### src/rtl/serial_pattern_gen.sv
// serial_pattern_gen: registered MSB-first pattern shifter with start/hold/abort and a busy/last handshake.
// Define PATTERN_LOOP_EN to honour the loop input and repeat the pattern with no gap.
module serial_pattern_gen #(
  parameter int WIDTH = 16,
  parameter int LEN_W = 5
) (
  input  logic             clock,
  input  logic             reset,
  input  logic             load,
  input  logic [WIDTH-1:0] pattern,
  input  logic [LEN_W-1:0] length,
  input  logic             start,
  input  logic             hold,
  input  logic             abort,
  input  logic             loop,
  output logic             serial_out,
  output logic             valid,
  output logic             busy,
  output logic             last
);
  typedef enum logic {IDLE, SHIFT} state_t;
  state_t state, state_n;
  logic [LEN_W-1:0] idx, idx_n, len_q, len_n, len_c;
  logic [WIDTH-1:0] pat_q, pat_n, pat_sh;
  logic ld, lp;
`ifdef PATTERN_LOOP_EN
  assign lp = loop;
`else
  logic loop_unused;
  assign lp = 1'b0;
  assign loop_unused = loop;
`endif
  always_comb begin
    len_c = length > LEN_W'(WIDTH) ? LEN_W'(WIDTH) : length;
    ld = load && state == IDLE;
    pat_n = ld ? pattern : pat_q;
    len_n = ld ? len_c : len_q;
    state_n = state;
    idx_n = idx;
    if (state == IDLE) begin
      if (start && len_n != '0) begin
        state_n = SHIFT;
        idx_n = len_n - LEN_W'(1);
      end
    end else if (abort) state_n = IDLE;
    else if (!hold) begin
      if (idx != '0) idx_n = idx - LEN_W'(1);
      else if (lp) idx_n = len_q - LEN_W'(1);
      else state_n = IDLE;
    end
    pat_sh = pat_n >> idx_n;
  end
  always_ff @(posedge clock) begin
    if (reset) begin
      state <= IDLE;
      idx <= '0;
      pat_q <= '0;
      len_q <= '0;
      serial_out <= 1'b0;
      valid <= 1'b0;
      busy <= 1'b0;
      last <= 1'b0;
    end else begin
      state <= state_n;
      idx <= idx_n;
      pat_q <= pat_n;
      len_q <= len_n;
      serial_out <= state_n == SHIFT && pat_sh[0];
      valid <= state_n == SHIFT;
      busy <= state_n == SHIFT;
      last <= state_n == SHIFT && idx_n == '0;
    end
  end
endmodule
### config.mk
export PLATFORM = sky130hd
export DESIGN_NAME = serial_pattern_gen
export DESIGN_NICKNAME = d
export VERILOG_FILES = /design/src/rtl/serial_pattern_gen.sv
export SDC_FILE = /design/constraint.sdc
export NUM_CORES = 1
export LEC_CHECK = 0
export CORE_AREA = 2 2 69 71
export CTS_CLUSTER_DIAMETER = 150
export DETAILED_ROUTE_END_ITERATION = 8
export DIE_AREA = 0 0 71 73
export GPL_TIMING_DRIVEN = 0
export PLACE_DENSITY = 0.58
export SETUP_SLACK_MARGIN = 0.1
export SLEW_MARGIN = 20
export SYNTH_ARGS = -nofsm -noshare
export SYNTH_HDL_FRONTEND = slang
export SYNTH_SLANG_ARGS = --single-unit
### constraint.sdc
create_clock -name clock -period 4.3 [get_ports clock]
set_input_delay 0.43 -clock clock [delete_from_list [all_inputs] [get_ports clock]]
set_output_delay 0.43 -clock clock [all_outputs]
set_load 0.05 [all_outputs]
# ---- Word level (Yosys, flattened, before mapping)
# Cells that the tools add are included.
dict set report totals {
  register_bits 29
  wordCells 31
  mem_count 0
  mem_bits_rw 0
  in_bits 28
  rom_bits 0
  latch_bits 0
}
dict set report op_classes {
  addsub 2
  shift 1
  multipliers 0
  mux 13
  n_eq_ne 0
  div 0
  n_lt_le_gt_ge 1
  bitwise_logic 1
  reduce_logical 7
}
# operator n
set ops {}
lappend ops {{$mux 5} 7}
lappend ops {{$mux 16} 1}
lappend ops {{$shr 16x5->1} 1}
lappend ops {{$reduce_bool 5->1} 2}
lappend ops {{$sub 5x1->5 const B} 2}
lappend ops {{$gt 5x5->1 const B} 1}
lappend ops {{$logic_not 5->1} 1}
lappend ops {{$mux 1} 5}
lappend ops {{$logic_and 1x1->1} 4}
lappend ops {{$not 1->1} 1}

# ---- Depth between registers and ports, before layout
dict set report depth {
  depth_word 9
  mapped_depth 14
  mapped_depth_nobuf 11
}

# ---- Least setup slack after synthesis
# No wires, ideal clock.
dict set report synth_path {
  kind {reg-to-reg}
  startpoint {reg state}
  endpoint {reg serial_out}
  stages_incl_launch_ff 15
  arrival_time_ps 3681
  period_less_slack_ps 3804
  required_ps 4178
  path_buffers 3
  setup_ps 122
  path_slack_ps 496
  cell_sequence {dfxtp_1 -> buf_2 -> nand2b_4 -> buf_4 -> a21oi_1 -> ha_1 -> or4b_1 -> and3b_1 -> a2111oi_2 -> a311o_1 -> buf_6 -> mux4_2 -> mux4_2 -> nor2b_1 -> nor4_1}
}
dict set report synth_between {
  elab_chain_cells 9
}
# element line
set synth_lines {}
lappend synth_lines {{start: declaration} 22} ;# state_t state, state_n;
lappend synth_lines {{start signal: assignment} 64} ;# state <= state_n;
lappend synth_lines {{parallel branches: the longest is 8 deep, another holds $sub 5x1->5} n/a}
lappend synth_lines {{$logic_and 1x1->1 (*)} 68} ;# serial_out <= state_n == SHIFT && pat_sh[0];
lappend synth_lines {{end signal: assignment} 68}
lappend synth_lines {{end: declaration} 16} ;# output logic serial_out,
# Mark *: on every way between the ends.
# A chain may end at the register's enable or synchronous reset.

# ---- Final worst setup path
dict set report layout_path {
  startpoint {in length[4]}
  endpoint {reg serial_out}
}
dict set report layout_between {
  elab_chain_cells 9
}
# element line
set layout_lines {}
lappend layout_lines {{start: declaration} 11} ;# input logic [LEN_W-1:0] length,
lappend layout_lines {{$gt 5x5->1} 34} ;# len_c = length > LEN_W'(WIDTH) ? LEN_W'(WIDTH) : length;
lappend layout_lines {{$mux 5 (*)} 34}
lappend layout_lines {{$mux 5 (*)} 37} ;# len_n = ld ? len_c : len_q;
lappend layout_lines {{parallel branches: the longest is 5 deep, another holds $sub 5x1->5} n/a}
lappend layout_lines {{$logic_and 1x1->1 (*)} 68}
# Marked as above.

==> impl_metrics.yaml <==
power:
  clkPwrFrac_pct: 38.2
  seqPwrFrac_pct: 34.3
  peakVddDrop_mv: 0.219
  p_sw_mw: 0.247
  power_density_mw_per_mm2: 417
  pwr-share-comb_pct: 27.5
  power_leakage_nw: 0.830
  p_sw_share_pct: 27.9
  p_int_mw: 0.641
cts:
  numCtsBuffers: 5
  cts_tree: "yes"
  clk_latency_ns: 0.28
  htreeDepth: 2
  cts.sinks: 29
  cts_root_buf: "clkbuf_8"
  cts_hold_buffers: 0
  clockBufferDepth: 2
  cts.clk_slew.worst_paths_ns: 0.06
layout:
  final_core_util_pct: 47.0
  final_cell_mix: "33 x nand2_1, 29 x dfxtp_1, 28 x clkdlybuf4s50_1"
  ff_latch_area_um2: 581
  layout_commonest_cell: "nand2_1"
  areaGrowthSynthToFinish_pct: 30.7
  diodes: 0
  multiInputGateArea_um2: 968
  drive_gt1_share_pct: 13.8
  final_nets: 254
  fillers: 460
grt:
  grt_pass1_wl_um: 6490
  antenna_found_initial: 0
  busiest_layer: "met2"
  grt_remaining_overflow: 0
  grt_pass1_vias: 1397
  met3_usage_pct: 3.31
  use_met1_pct: 20.7
  met2_usage_pct: 26.3
  grt_max_degree: 11
  grtUsageTotal_pct: 15.8
sta:
  setup_violations: 0
  relSlewSlack_pct: 64.3
  hold_viol_final: 0
  tns_ns: 0
  finalCritPeriodShare_pct: 90.3
  period_minus_slack_ns: 3.88
  worst_slew_pin_slew_ns: 0.536
  slew_viol_final: 0
  layout_setup_ws_ns: 0.417
  fmax_mhz: 258
  rsz0062_at_grt: "false"
  fin_worst_skew_ns: 0.00431
synthesis:
  yosys-top-cells-area: "dfxtp_1 36%, mux4_2 8.3%, nand2_1 7.6%"
  synth.top_cell.area_share_pct: 35.6
  synthDistinctLibCells: 43
  synth_area_mm2: 0.00163
  syn-num-nets: 218
  yosysWarnings: 0
  yosysSeqAreaShare_pct: 35.6
  syn_avg_cell_area_um2: 8.72
  synth_top_area_cell: "dfxtp_1"
  ys_async_sr_fraction_pct: 0
  synth_cells: 187
  synth-main-ff-cell: "dfxtp_1"
  synth-edff-count: 0
  synth_seq_cells: 29
setup_path:
  r2r_start: "state$_SDFF_PP0_"
  rrSetupSlack_ns: 0.43
  reg2reg_to: "serial_out$_SDFF_PP0_"
  endpoint_kind: "register"
  crit_end: "serial_out$_SDFF_PP0_"
  worstPathArrival_ns: 4.05
  cpMostUsedCell: "mux4_2"
  cp-startpoint: "length[4]"
  worstPathCellList: "clkdlybuf4s50_1, nor4bb_1, a21oi_1, ha_2, or4b_1, and3b_1, a2111oi_2, a311o_1, buf_6, mux4_2, mux4_2, nor2b_1, nor4_1"
  required_ns: 4.47
  critPathSlowestCell: "clkdlybuf4s50_1"
  worst-setup-path-type: "primary input to register"
  crit_fanout: 10
  cpPeakStageDelay_ns: 0.55
  rr_worst_depth: 14
  start_kind: "primary input"
route:
  drc: 0
  dr_total_vias: 1459
  antenna_left: 0
  drtPass1Iterations: 4
  dr.first_iter.drc_count: 48
  via_per_inst: 5.25
  wl_per_cell_um: 13.6
  routed_wl_um: 3770
placement:
  post-place-ws_ns: -0.220
  numPortBuffers: 29
  place_congestion: 0.922
  hpwl_um: 2880
floorplanning:
  core-area_mm2: 0.00454
  start_util_pct: 35.9
  fp-row-count: 25
  dieArea_mm2: 0.00518
  die_x_um: 71
  io-pin-count: 32
  fp.dieH_um: 73
hold_path:
  hp-class: "register to register"
status:
  status: "complete, no violations"
run:
  cap_violations: 0
-- kinds of logic (layout without fill, tap and decap cells) --
logic type	Yosys count	count (layout)	synth area share (%)
AO/OA/AOI/OAI	40	40	16.0
XOR/XNOR	2	2	1.07
adder cells (fa/ha/maj)	3	3	2.30
buffers and inverters	18	55	5.37
flip-flops	29	29	35.6
multiplexers	15	15	15.0
AND/OR/NAND/NOR	80	80	24.6
-- through the flow --
stage / instances / hold WS (ns) / total power, mW / cell area [um^2]
final: 278 / 0.456 / 0.888 / 2130
after global routing: 278 / 0.480 / 0.938 / 2130
after CTS: 278 / 0.455 / 0.900 / 2120
after detailed placement: 270 / 0.447 / 0.556 / 1990
after global placement: 270 / 0.441 / 0.555 / 1990
after floorplan: 187 / 0.432 / 0.484 / 1630
-- power groups by stage --
stage / combinational (mW) / clock [mW] / sequential (mW)
floorplan: 0.169 / 0 / 0.315
global placement: 0.244 / 0 / 0.310
detailed placement: 0.246 / 0 / 0.310
CTS: 0.247 / 0.349 / 0.304
global route: 0.271 / 0.359 / 0.307
finish: 0.244 / 0.340 / 0.304
-- cell usage after synthesis, drive strengths merged, types with 2 or more instances --
master  instances
or4b            3
dfxtp          29
o31ai           2
and3            2
nor2           19
nand3           3
nor4bb          3
mux2            3
nor2b           5
mux4            7
a21oi          23
o21ai           4
clkbuf          4
ha              3
a31oi           2
nor3            4
buf             8
mux2i           5
inv             6
xnor2           2
nand2          33
-- routing by layer --
| layer | routed length (um) | vias to the layer above |
|---|---|---|
| li1 | - | 742 |
| met4 | 53 | 0 |
| met5 | 0 | - |
| met2 | 1770 | 38 |
| met3 | 164 | 7 |
| met1 | 1790 | 672 |
-- critical path, delay by kind of cell --
| kind | cells | cell delay [ns] |
|---|---|---|
| fa+ha+maj | 1 | 0.30 |
| buf+inv | 2 | 0.73 |
| mux | 2 | 0.79 |
| simple gates | 5 | 0.96 |
| compound gates | 3 | 0.85 |
-- repair_timing --
item,CTS,global route
gates resized for setup,1,2
endpoints found under the setup margin,1,1
pin swaps,0,0
buffers inserted,0,0
-- layout make-up --
class / count / area share (%)
repair buffers: 29 / 13.7
clock buffers: 5 / 3.23
clock inverters: 3 / 3.05
plain buffers: 12 / 3.05
flip-flops and latches: 29 / 27.2
well taps: 54 / 3.17
multi-input cells: 140 / 45.4
inverters: 6 / 1.06
-- sequential cells by signal, summed over array words and instances (netlist names) --
name        cells
idx             5
last            1
len_q           5
pat_q          16
serial_out      1
state           1
-- worst min-delay path by stage --
stage                                      end  slack (ns)            startpoint  cells after the start
after CTS                 pat_q[14]$_SDFF_PP0_        0.46  pat_q[14]$_SDFF_PP0_                      2
final                      pat_q[9]$_SDFF_PP0_        0.46   pat_q[9]$_SDFF_PP0_                      2
after floorplan           pat_q[10]$_SDFF_PP0_        0.43  pat_q[10]$_SDFF_PP0_                      2
after global routing      pat_q[15]$_SDFF_PP0_        0.48  pat_q[15]$_SDFF_PP0_                      2
after global placement    pat_q[14]$_SDFF_PP0_        0.44  pat_q[14]$_SDFF_PP0_                      2
after detailed placement  pat_q[14]$_SDFF_PP0_        0.45  pat_q[14]$_SDFF_PP0_                      2
Note: power is estimated with default switching activity, not from simulation.
